--- src/rtl/learn_commit_if.sv ---
// Learned-clause commit bus: literal stream in, CIT write port and backjump report out.
interface learn_commit_if #(
    parameter int LW = 4,
    parameter int CW = 4
);
    logic          Start;
    logic [LW-1:0] CurDecLevel;
    logic          LC_valid;
    logic          LC_ready;
    logic [LW:0]   LC_LID;
    logic [LW-1:0] LC_Declevel;
    logic          LC_UIP;
    logic          LC_last;
    logic          CIT_wrEn;
    logic [CW-1:0] CIT_wrCID;
    logic [LW:0]   CIT_wrLID;
    logic          CIT_wrLast;
    logic          BJ_valid;
    logic [LW-1:0] BJ_level;
    logic [LW:0]   BJ_LID;
    logic [CW-1:0] BJ_CID;
    logic          Done;
    logic          Err;

    modport master (
        output Start, CurDecLevel, LC_valid, LC_LID, LC_Declevel, LC_UIP, LC_last,
        input  LC_ready, CIT_wrEn, CIT_wrCID, CIT_wrLID, CIT_wrLast,
        input  BJ_valid, BJ_level, BJ_LID, BJ_CID, Done, Err
    );

    modport slave (
        input  Start, CurDecLevel, LC_valid, LC_LID, LC_Declevel, LC_UIP, LC_last,
        output LC_ready, CIT_wrEn, CIT_wrCID, CIT_wrLID, CIT_wrLast,
        output BJ_valid, BJ_level, BJ_LID, BJ_CID, Done, Err
    );
endinterface

--- src/rtl/learn_commit.sv ---
// Buffers a learned clause, writes it UIP-first into the CIT learned region and reports the backjump level.
// LEARN_DEDUP_EN: drop repeated literals and abort on a variable seen with both polarities.
module learn_commit #(
    parameter int CLAUSES       = 16,
    parameter int LITERALS      = 16,
    parameter int MAX_LEN       = 8,
    parameter int FIRST_LEARNED = 8
) (
    input  logic          Clk_i,
    input  logic          Reset_i,
    learn_commit_if.slave bus
);
    localparam int LW = $clog2(LITERALS);
    localparam int CW = $clog2(CLAUSES);
    localparam int AW = (MAX_LEN > 1) ? $clog2(MAX_LEN) : 1;
    localparam int NW = $clog2(MAX_LEN + 1);
    localparam logic [CW-1:0] FP_FIRST = CW'(FIRST_LEARNED);
    localparam logic [CW-1:0] FP_LAST  = CW'(CLAUSES - 1);

    typedef enum logic [1:0] {IDLE, COLLECT, WRITE, REPORT} state_t;
    state_t state_q, state_d;

    logic [LW:0]   buf_q [MAX_LEN];
    logic [NW-1:0] cnt_q, idx_q;
    logic [LW-1:0] maxlvl_q, cdl_q;
    logic [LW:0]   uip_q;
    logic          uip_seen_q, ovf_q, err_q;
    logic [CW-1:0] fp_q;
    logic [LW-1:0] bj_level_q;
    logic [LW:0]   bj_lid_q;
    logic [CW-1:0] bj_cid_q;

    logic          accept, full, dup, clash;
    logic          store_uip, store_lit, ovf_set, abort, wr_last;
    logic [LW-1:0] err_level;
    logic [AW-1:0] rd_ptr;
    logic [LW:0]   wr_lid;

    assign accept = (state_q == COLLECT) && bus.LC_valid;
    assign full   = (int'(cnt_q) + int'(uip_seen_q)) >= MAX_LEN;

`ifdef LEARN_DEDUP_EN
    always_comb begin
        dup   = 1'b0;
        clash = 1'b0;
        for (int i = 0; i < MAX_LEN; i++) begin
            if (i < int'(cnt_q) && buf_q[i][LW-1:0] == bus.LC_LID[LW-1:0]) begin
                if (buf_q[i][LW] == bus.LC_LID[LW]) dup = 1'b1;
                else                                clash = 1'b1;
            end
        end
        if (uip_seen_q && uip_q[LW-1:0] == bus.LC_LID[LW-1:0]) begin
            if (uip_q[LW] == bus.LC_LID[LW]) dup = 1'b1;
            else                             clash = 1'b1;
        end
    end
`else
    assign dup   = 1'b0;
    assign clash = 1'b0;
`endif

    // After an overflow every beat is consumed but nothing more is stored.
    assign store_uip = accept && bus.LC_UIP && !ovf_q && !(full && !uip_seen_q);
    assign store_lit = accept && !bus.LC_UIP && !ovf_q && !clash && !dup && !full;
    assign ovf_set   = accept && !ovf_q &&
                       ((bus.LC_UIP && full && !uip_seen_q) ||
                        (!bus.LC_UIP && (clash || (!dup && full))));
    assign abort     = ovf_q || ovf_set || !(uip_seen_q || store_uip);

    assign err_level = (cdl_q == '0) ? '0 : cdl_q - LW'(1);
    assign wr_last   = (idx_q == cnt_q);
    assign rd_ptr    = AW'(idx_q - NW'(1));
    assign wr_lid    = (idx_q == '0) ? uip_q : buf_q[rd_ptr];

    always_comb begin
        state_d = state_q;
        case (state_q)
            IDLE:    if (bus.Start) state_d = COLLECT;
            COLLECT: if (accept && bus.LC_last) state_d = abort ? REPORT : WRITE;
            WRITE:   if (wr_last) state_d = REPORT;
            REPORT:  state_d = IDLE;
            default: state_d = IDLE;
        endcase
    end

    always_ff @(posedge Clk_i) begin
        if (store_lit) buf_q[cnt_q[AW-1:0]] <= bus.LC_LID;
    end

    always_ff @(posedge Clk_i) begin
        if (Reset_i) begin
            state_q    <= IDLE;
            cnt_q      <= '0;
            idx_q      <= '0;
            maxlvl_q   <= '0;
            cdl_q      <= '0;
            uip_q      <= '0;
            uip_seen_q <= 1'b0;
            ovf_q      <= 1'b0;
            err_q      <= 1'b0;
            fp_q       <= FP_FIRST;
            bj_level_q <= '0;
            bj_lid_q   <= '0;
            bj_cid_q   <= '0;
        end else begin
            state_q <= state_d;
            case (state_q)
                IDLE: if (bus.Start) begin
                    cdl_q      <= bus.CurDecLevel;
                    cnt_q      <= '0;
                    idx_q      <= '0;
                    maxlvl_q   <= '0;
                    uip_seen_q <= 1'b0;
                    ovf_q      <= 1'b0;
                    err_q      <= 1'b0;
                end
                COLLECT: begin
                    if (store_uip) begin
                        uip_q      <= bus.LC_LID;
                        uip_seen_q <= 1'b1;
                    end
                    if (store_lit) begin
                        cnt_q <= cnt_q + NW'(1);
                        if (bus.LC_Declevel > maxlvl_q) maxlvl_q <= bus.LC_Declevel;
                    end
                    if (ovf_set) ovf_q <= 1'b1;
                    if (accept && bus.LC_last && abort) begin
                        err_q      <= 1'b1;
                        bj_level_q <= err_level;
                        bj_lid_q   <= store_uip ? bus.LC_LID : uip_q;
                        bj_cid_q   <= fp_q;
                    end
                end
                WRITE: begin
                    idx_q <= idx_q + NW'(1);
                    if (wr_last) begin
                        bj_level_q <= maxlvl_q;
                        bj_lid_q   <= uip_q;
                        bj_cid_q   <= fp_q;
                    end
                end
                REPORT: if (!err_q) fp_q <= (fp_q == FP_LAST) ? FP_FIRST : fp_q + CW'(1);
                default: ;
            endcase
        end
    end

    assign bus.LC_ready   = (state_q == COLLECT);
    assign bus.CIT_wrEn   = (state_q == WRITE);
    assign bus.CIT_wrCID  = (state_q == WRITE) ? fp_q : '0;
    assign bus.CIT_wrLID  = (state_q == WRITE) ? wr_lid : '0;
    assign bus.CIT_wrLast = (state_q == WRITE) && wr_last;
    assign bus.BJ_valid   = (state_q == REPORT);
    assign bus.Done       = (state_q == REPORT);
    assign bus.BJ_level   = bj_level_q;
    assign bus.BJ_LID     = bj_lid_q;
    assign bus.BJ_CID     = bj_cid_q;
    assign bus.Err        = err_q;
endmodule

--- src/flat_wrapper.sv ---
// flat-port wrapper written by rule: the top's interface ports become plain ports
module learn_commit_flat 
#(
    parameter int CLAUSES       = 16,
    parameter int LITERALS      = 16,
    parameter int MAX_LEN       = 8,
    parameter int FIRST_LEARNED = 8
)
  (Clk_i, Reset_i, bus_Start, bus_CurDecLevel, bus_LC_valid, bus_LC_LID, bus_LC_Declevel, bus_LC_UIP, bus_LC_last, bus_LC_ready, bus_CIT_wrEn, bus_CIT_wrCID, bus_CIT_wrLID, bus_CIT_wrLast, bus_BJ_valid, bus_BJ_level, bus_BJ_LID, bus_BJ_CID, bus_Done, bus_Err);
  learn_commit_if #(.LW((4)), .CW((4))) bus_i ();
  input  logic Clk_i;
  input  logic Reset_i;
  input wire logic [$bits(bus_i.Start)-1:0] bus_Start;
  input wire logic [$bits(bus_i.CurDecLevel)-1:0] bus_CurDecLevel;
  input wire logic [$bits(bus_i.LC_valid)-1:0] bus_LC_valid;
  input wire logic [$bits(bus_i.LC_LID)-1:0] bus_LC_LID;
  input wire logic [$bits(bus_i.LC_Declevel)-1:0] bus_LC_Declevel;
  input wire logic [$bits(bus_i.LC_UIP)-1:0] bus_LC_UIP;
  input wire logic [$bits(bus_i.LC_last)-1:0] bus_LC_last;
  output wire logic [$bits(bus_i.LC_ready)-1:0] bus_LC_ready;
  output wire logic [$bits(bus_i.CIT_wrEn)-1:0] bus_CIT_wrEn;
  output wire logic [$bits(bus_i.CIT_wrCID)-1:0] bus_CIT_wrCID;
  output wire logic [$bits(bus_i.CIT_wrLID)-1:0] bus_CIT_wrLID;
  output wire logic [$bits(bus_i.CIT_wrLast)-1:0] bus_CIT_wrLast;
  output wire logic [$bits(bus_i.BJ_valid)-1:0] bus_BJ_valid;
  output wire logic [$bits(bus_i.BJ_level)-1:0] bus_BJ_level;
  output wire logic [$bits(bus_i.BJ_LID)-1:0] bus_BJ_LID;
  output wire logic [$bits(bus_i.BJ_CID)-1:0] bus_BJ_CID;
  output wire logic [$bits(bus_i.Done)-1:0] bus_Done;
  output wire logic [$bits(bus_i.Err)-1:0] bus_Err;
  assign bus_i.Start = bus_Start;
  assign bus_i.CurDecLevel = bus_CurDecLevel;
  assign bus_i.LC_valid = bus_LC_valid;
  assign bus_i.LC_LID = bus_LC_LID;
  assign bus_i.LC_Declevel = bus_LC_Declevel;
  assign bus_i.LC_UIP = bus_LC_UIP;
  assign bus_i.LC_last = bus_LC_last;
  assign bus_LC_ready = bus_i.LC_ready;
  assign bus_CIT_wrEn = bus_i.CIT_wrEn;
  assign bus_CIT_wrCID = bus_i.CIT_wrCID;
  assign bus_CIT_wrLID = bus_i.CIT_wrLID;
  assign bus_CIT_wrLast = bus_i.CIT_wrLast;
  assign bus_BJ_valid = bus_i.BJ_valid;
  assign bus_BJ_level = bus_i.BJ_level;
  assign bus_BJ_LID = bus_i.BJ_LID;
  assign bus_BJ_CID = bus_i.BJ_CID;
  assign bus_Done = bus_i.Done;
  assign bus_Err = bus_i.Err;
  learn_commit #(.CLAUSES(CLAUSES), .LITERALS(LITERALS), .MAX_LEN(MAX_LEN), .FIRST_LEARNED(FIRST_LEARNED)) u_core (.Clk_i(Clk_i), .Reset_i(Reset_i), .bus(bus_i));
endmodule
--- config.mk ---
export PLATFORM = sky130hd
export DESIGN_NAME = learn_commit_flat
export DESIGN_NICKNAME = d
export VERILOG_FILES = /design/src/rtl/learn_commit_if.sv /design/src/rtl/learn_commit.sv /design/src/flat_wrapper.sv
export SDC_FILE = /design/constraint.sdc
export NUM_CORES = 1
export LEC_CHECK = 0
export ABC_CLOCK_PERIOD_IN_PS = 3300
export CELL_PAD_IN_SITES_DETAIL_PLACEMENT = 1
export CELL_PAD_IN_SITES_GLOBAL_PLACEMENT = 1
export CORE_MARGIN = 2
export CORE_UTILIZATION = 30
export CTS_BUF_LIST = sky130_fd_sc_hd__clkbuf_8 sky130_fd_sc_hd__clkbuf_16
export DETAILED_ROUTE_END_ITERATION = 8
export PLACE_DENSITY_LB_ADDON = 0.25
export SYNTH_ARGS = -nofsm -noshare
export SYNTH_HDL_FRONTEND = slang
export SYNTH_SLANG_ARGS = --single-unit
export TNS_END_PERCENT = 1
--- constraint.sdc ---
create_clock -name Clk_i -period 3.3 [get_ports Clk_i]
set_input_delay 0.66 -clock Clk_i [delete_from_list [all_inputs] [get_ports Clk_i]]
set_output_delay 0.66 -clock Clk_i [all_outputs]
set_load 0.01 [all_outputs]
# After elaboration in Yosys (flattened, before gate mapping)
# Memories as Yosys holds them, arrays and structs flattened.
# Cells that the tools add are included.
# classes
muxes	36
reduce_logical	42
order_cmp	2
n_eq_ne	13
n_bitwise	1
n_addsub	6
# ops
op	count
$mux W4	11
$pmux W4 S2	5
$ge A32 B5 Y1 const B	1
$mux W5	5
$reduce_and A3 Y1	6
$logic_and A1 B1 Y1	16
$ne A2 B1 Y1 const B	7
$add A4 B1 Y4 const B	3
$pmux W5 S2	1
$logic_not A4 Y1	2
$pmux W2 S4	1
$mux W1	7
$logic_not A1 Y1	6
$mux W2	3
$pmux W1 S2	3
$reduce_and A2 Y1	3
$reduce_bool A2 Y1	3
$add A4 B1 Y5	1
$eq A2 B2 Y1 const B	2
$eq A4 B4 Y1	1
$eq A4 B4 Y1 const B	1
$gt A4 B4 Y1	1
$logic_or A1 B1 Y1	4
$reduce_and A4 Y1	1
other kinds (6)	6
# word_totals
regBits	43
wordCells	114
memories	1
output_inout_bits	28
mem_bits_rw	40
inputBits	19
# mem_list
memory	depth	word_bits	rd	rd_clocked_by_memory_dff	wr	line	source
u_core.buf_q	8	5	1	0	1	learn_commit.sv:23	logic [LW:0] buf_q [MAX_LEN];

# Depth between registers and ports, before layout
# logic_depth
word_depth	11
mapped_depth	9
mapped_depth_nobuf	7

# Worst setup path before layout
# Ideal clock, no wire load.
# synth_timing
path_kind	flip-flop to output port
start	register u_core.idx_q[0]
end	output bus_CIT_wrLID[0]
slack_ns	0.597
path_stages_with_launch	9
t_arrival_ns	2.043
path_cell_list	dfxtp_1 buf_2 buf_2 inv_1 ha_1 clkbuf_1 mux4_2 mux2i_1 o21ai_0
# synth_via
elab_chain_cells	4
# synth_lines
element	line	source
start, declared	learn_commit.sv:24	logic [NW-1:0] cnt_q, idx_q;
start signal, assigned	learn_commit.sv:135	idx_q <= idx_q + NW'(1);
$sub A3 B1 Y3	learn_commit.sv:72	assign rd_ptr = AW'(idx_q - NW'(1));
$mem_v2 Z8 W5	n/a	
$mux W5 *	learn_commit.sv:73	assign wr_lid = (idx_q == '0) ? uip_q : buf_q[rd_ptr];
$mux W5 *	learn_commit.sv:151	assign bus.CIT_wrLID = (state_q == WRITE) ? wr_lid : '0;
end, declared	flat_wrapper.sv:23	output wire logic [$bits(bus_i.CIT_wrLID)-1:0] bus_CIT_wrLID;
# Mark *: on every way between the ends. The rest lies on a longest branch, timed or not.

# Worst setup path after layout
# layout_timing
start	register u_core.idx_q[0]
end	output bus_CIT_wrLID[4]
# The elaborated chain is that of the path after synthesis.

==> results.py <==
metrics = {
    "global_route": {
        "first_global_vias": 3086,
        "grt_antenna_before_repair": 0,
        "overall_routing_resource_usage": 0.154,
        "largest_net_degree_at_the_start_of_global_routing": 29,
        "grt_overflow_total": 0,
        "first_pass_grt_wire_length_mm": 16.9,
    },
    "yosys": {
        "synth_edf_count": 40,
        "flop_and_latch_count_out_of_synthesis": 83,
        "postSynth.topFlopCell": "sky130_fd_sc_hd__dfxtp_1",
        "yosys_synthesis_warning_count": 0,
        "synthesis.instances": 363,
        "ys_types": 48,
        "synthesis.area_um2": 3990,
        "synth_sequential_area_ratio": 0.517,
        "syn_nets": 396,
        "postSynth.asyncResetShare": 0,
        "syn_avg_cell_area_um2": 11.0,
    },
    "detailed_routing": {
        "vias_per_cell": 5.02,
        "routed-wl-met3_um": 419,
        "wl_mm": 10.3,
        "detail_route.wirelength.met1_mm": 4.90,
        "wl_per_cell_um": 17.5,
        "drt_drc_violations_left": 0,
        "route.vias.total": 2960,
        "dr.first_iter.drc_count": 197,
        "route.met2.wl_mm": 4.86,
        "drt_pre_antenna_iters": 4,
        "dr.max_layer_used": "met4",
        "drtAntennaViolNets": 0,
    },
    "finish": {
        "layout-area-overhead-vs-synth_pct": 23.2,
        "antenna-diode-count": 0,
        "mostFrequentLayoutCell": "sky130_fd_sc_hd__clkdlybuf4s50_1",
        "mostFrequentLayoutCells": "46 x sky130_fd_sc_hd__clkdlybuf4s50_1, 43 x sky130_fd_sc_hd__dfxtp_1, 40 x sky130_fd_sc_hd__edfxtp_1",
        "layout.nets": 442,
        "final_layout_size_suffix_gt1_frac": 0.104,
        "post-route-cell-area_um2": 4920,
    },
    "floorplan": {
        "core-area_um2": 13100,
        "initial_core_util": 0.304,
        "die-height_um": 119,
        "die_w_um": 119,
        "rows": 42,
        "number_of_top_level_design_ports": 47,
        "dieArea_um2": 14200,
    },
    "placement": {
        "placedInstanceArea_um2": 4640,
        "dp_hpwl_mm": 7.59,
        "place.port_buffers": 46,
        "place.gp.congestion": 0.833,
    },
    "sta": {
        "setup_repair_after_global_routing_missed_its_margin": "false",
        "timing.hold.ws_ns": 0.485,
        "timing.final.hold_violations": 0,
        "maxSlewHeadroom": 0.322,
        "setup_viol": 0,
        "min_period_ns": 3.12,
        "min_period_over_period": 0.944,
        "setup_tns_ns": 0,
        "finClkSkew_ns": 0.00654,
        "timing_max_transition_violations_final": 0,
        "tightest_slew_ns": 1.01,
        "clock.fmax_mhz": 321,
    },
    "setup_path": {
        "slowest_delay_ns": 0.48,
        "worst_path_dominant_cell_family": "buffers and inverters",
        "crit_fanout": 11,
        "worst-setup-path-type": "flop to output pin",
        "critPathBufInv": 2,
        "cp_cell_sequence": "inv_1, ha_2, mux4_2, mux2i_1, o21ai_0, clkdlybuf4s50_1",
        "worst_ep_required_time_ns": 2.64,
        "slowest_stage": "sky130_fd_sc_hd__ha_2",
        "crit_path_start_kind": "flop",
        "crit_path_end_kind": "output pin",
        "critical_path_arrival_ns": 2.46,
    },
    "pwr": {
        "cellLeakagePower_nw": 1.68,
        "p_comb_frac": 0.320,
        "swShare": 0.335,
        "power.density_cell_area_nw_per_um2": 646,
        "switchingPower_mw": 1.07,
        "power_frac_seq": 0.394,
        "internal-power_mw": 2.11,
        "share_clk_of_total_power": 0.286,
        "vdd_drop_max_uv": 260,
    },
    "run_status": {
        "outcome": "complete, no violations",
    },
    "cts": {
        "clock_latency_on_the_worst_skew_pair_ns": 0.34,
        "htree_num_levels": 3,
        "clock_buffers_created_by_tritoncts": 9,
        "cts_root_buffer": "sky130_fd_sc_hd__clkbuf_16",
        "cts_post_setup_buffers_inserted": 0,
        "tritoncts_clock_tree": "built",
        "cts.sinks": 83,
        "holdBufCountCts": 0,
        "clock_tree.buffer_depth": 2,
        "clk_transition_reported_paths_ns": 0.06,
    },
    "worst_hold_path": {
        "hold_path_class": "flop to flop",
    },
    "job": {
        "max_cap_violations": 0,
    },
}
stage by stage:
stage | total power, mW | instances | utilization | setup WS, ns
after detailed placement | 2.30 | 574 | 0.353 | 0.273
after CTS | 3.22 | 590 | 0.374 | 0.0540
after global routing | 3.37 | 590 | 0.374 | 0.0254
after global placement | 2.27 | 574 | 0.353 | 0.293
after floorplan | 1.89 | 363 | - | 0.597
final | 3.18 | 590 | 0.374 | 0.185
area by class of cell:
type,count,area [µm²]
clock buffer,9,225
clock inverter,7,45.0
fill,1467,8220
inverter,12,45.0
multi-input combinational,247,1780
sequential,83,2060
tap,176,220
timing repair buffer,56,536
logic make-up (layout without fill, tap and decap cells):
family                     Yosys count  after routing  share of synthesized area
and+or+nand+nor                    107            107                      0.130
AOI/OAI and AO/OA                   89             89                      0.148
DFF                                 83             83                      0.517
buffers and inverters               33             84                     0.0389
muxes                               29             29                      0.104
adders and majority gates           14             14                     0.0439
xor gates and xnor gates             8              8                     0.0176
synth_stat cells (7+ instances only):
master | n | area share
sky130_fd_sc_hd__dfxtp_1 | 43 | 0.22
sky130_fd_sc_hd__edfxtp_1 | 40 | 0.30
sky130_fd_sc_hd__nor2_1 | 30 | 0.028
sky130_fd_sc_hd__a21oi_1 | 27 | 0.034
sky130_fd_sc_hd__nand2_1 | 25 | 0.024
sky130_fd_sc_hd__o21ai_0 | 20 | 0.025
sky130_fd_sc_hd__mux2i_1 | 18 | 0.045
sky130_fd_sc_hd__nand3_1 | 16 | 0.020
sky130_fd_sc_hd__ha_1 | 14 | 0.044
sky130_fd_sc_hd__inv_1 | 12 | 0.011
sky130_fd_sc_hd__clkbuf_1 | 10 | 0.0094
sky130_fd_sc_hd__mux4_2 | 10 | 0.056
sky130_fd_sc_hd__o211ai_1 | 9 | 0.017
sky130_fd_sc_hd__xor2_1 | 8 | 0.018
sky130_fd_sc_hd__a211oi_1 | 7 | 0.013
sky130_fd_sc_hd__and2_1 | 7 | 0.011
tightest hold or removal path: stages (launching register included):
cell and delay (ns):
sky130_fd_sc_hd__dfxtp_1 0.31, sky130_fd_sc_hd__o21ai_0 0.07, sky130_fd_sc_hd__a21oi_1 0.06
power groups by stage:
stage,Combinational (mW),Sequential [mW],Clock [mW]
global placement,0.997,1.27,0
finish,1.02,1.25,0.908
floorplan,0.611,1.28,0
global route,1.12,1.27,0.978
detailed placement,1.02,1.27,0
CTS,1.03,1.25,0.931
timing repair:
action,CTS,global route
hold endpoints to repair,0,0
resized for setup,0,2
setup endpoints to repair,0,5
sequential cells by signal (all words and copies together), names as in the netlist:
register,cells
u_core.idx_q,4
u_core.buf_q,40
u_core.cnt_q,4
u_core.uip_seen_q,1
u_core.bus.BJ_CID,4
u_core.uip_q,5
u_core.bus.BJ_level,4
u_core.bus.BJ_LID,5
u_core.fp_q,4
u_core.cdl_q,4
u_core.bus.Err,1
u_core.maxlvl_q,4
u_core.state_q,2
u_core.ovf_q,1
routing by layer:
| layer | global-route usage | vias up |
|---|---|---|
| li1 | - | 1436 |
| met1 | 0.211 | 1453 |
| met2 | 0.242 | 62 |
| met3 | 0.0307 | 9 |
| met4 | 0.0529 | 0 |
| met5 | 0 | - |
path summary, 6_finish.rpt:
kind                          start                endpoint  slack, ns  depth (start not counted)
min reg2reg  u_core.bus.BJ_level[2]  u_core.bus.BJ_level[2]       0.48                          2
max                 u_core.idx_q[0]        bus_CIT_wrLID[4]       0.18                          6
max reg2reg         u_core.cnt_q[0]      u_core.buf_q[4][1]       0.52                          6
min          u_core.bus.BJ_level[2]  u_core.bus.BJ_level[2]       0.48                          2
Power figures use the tool's default switching activity.
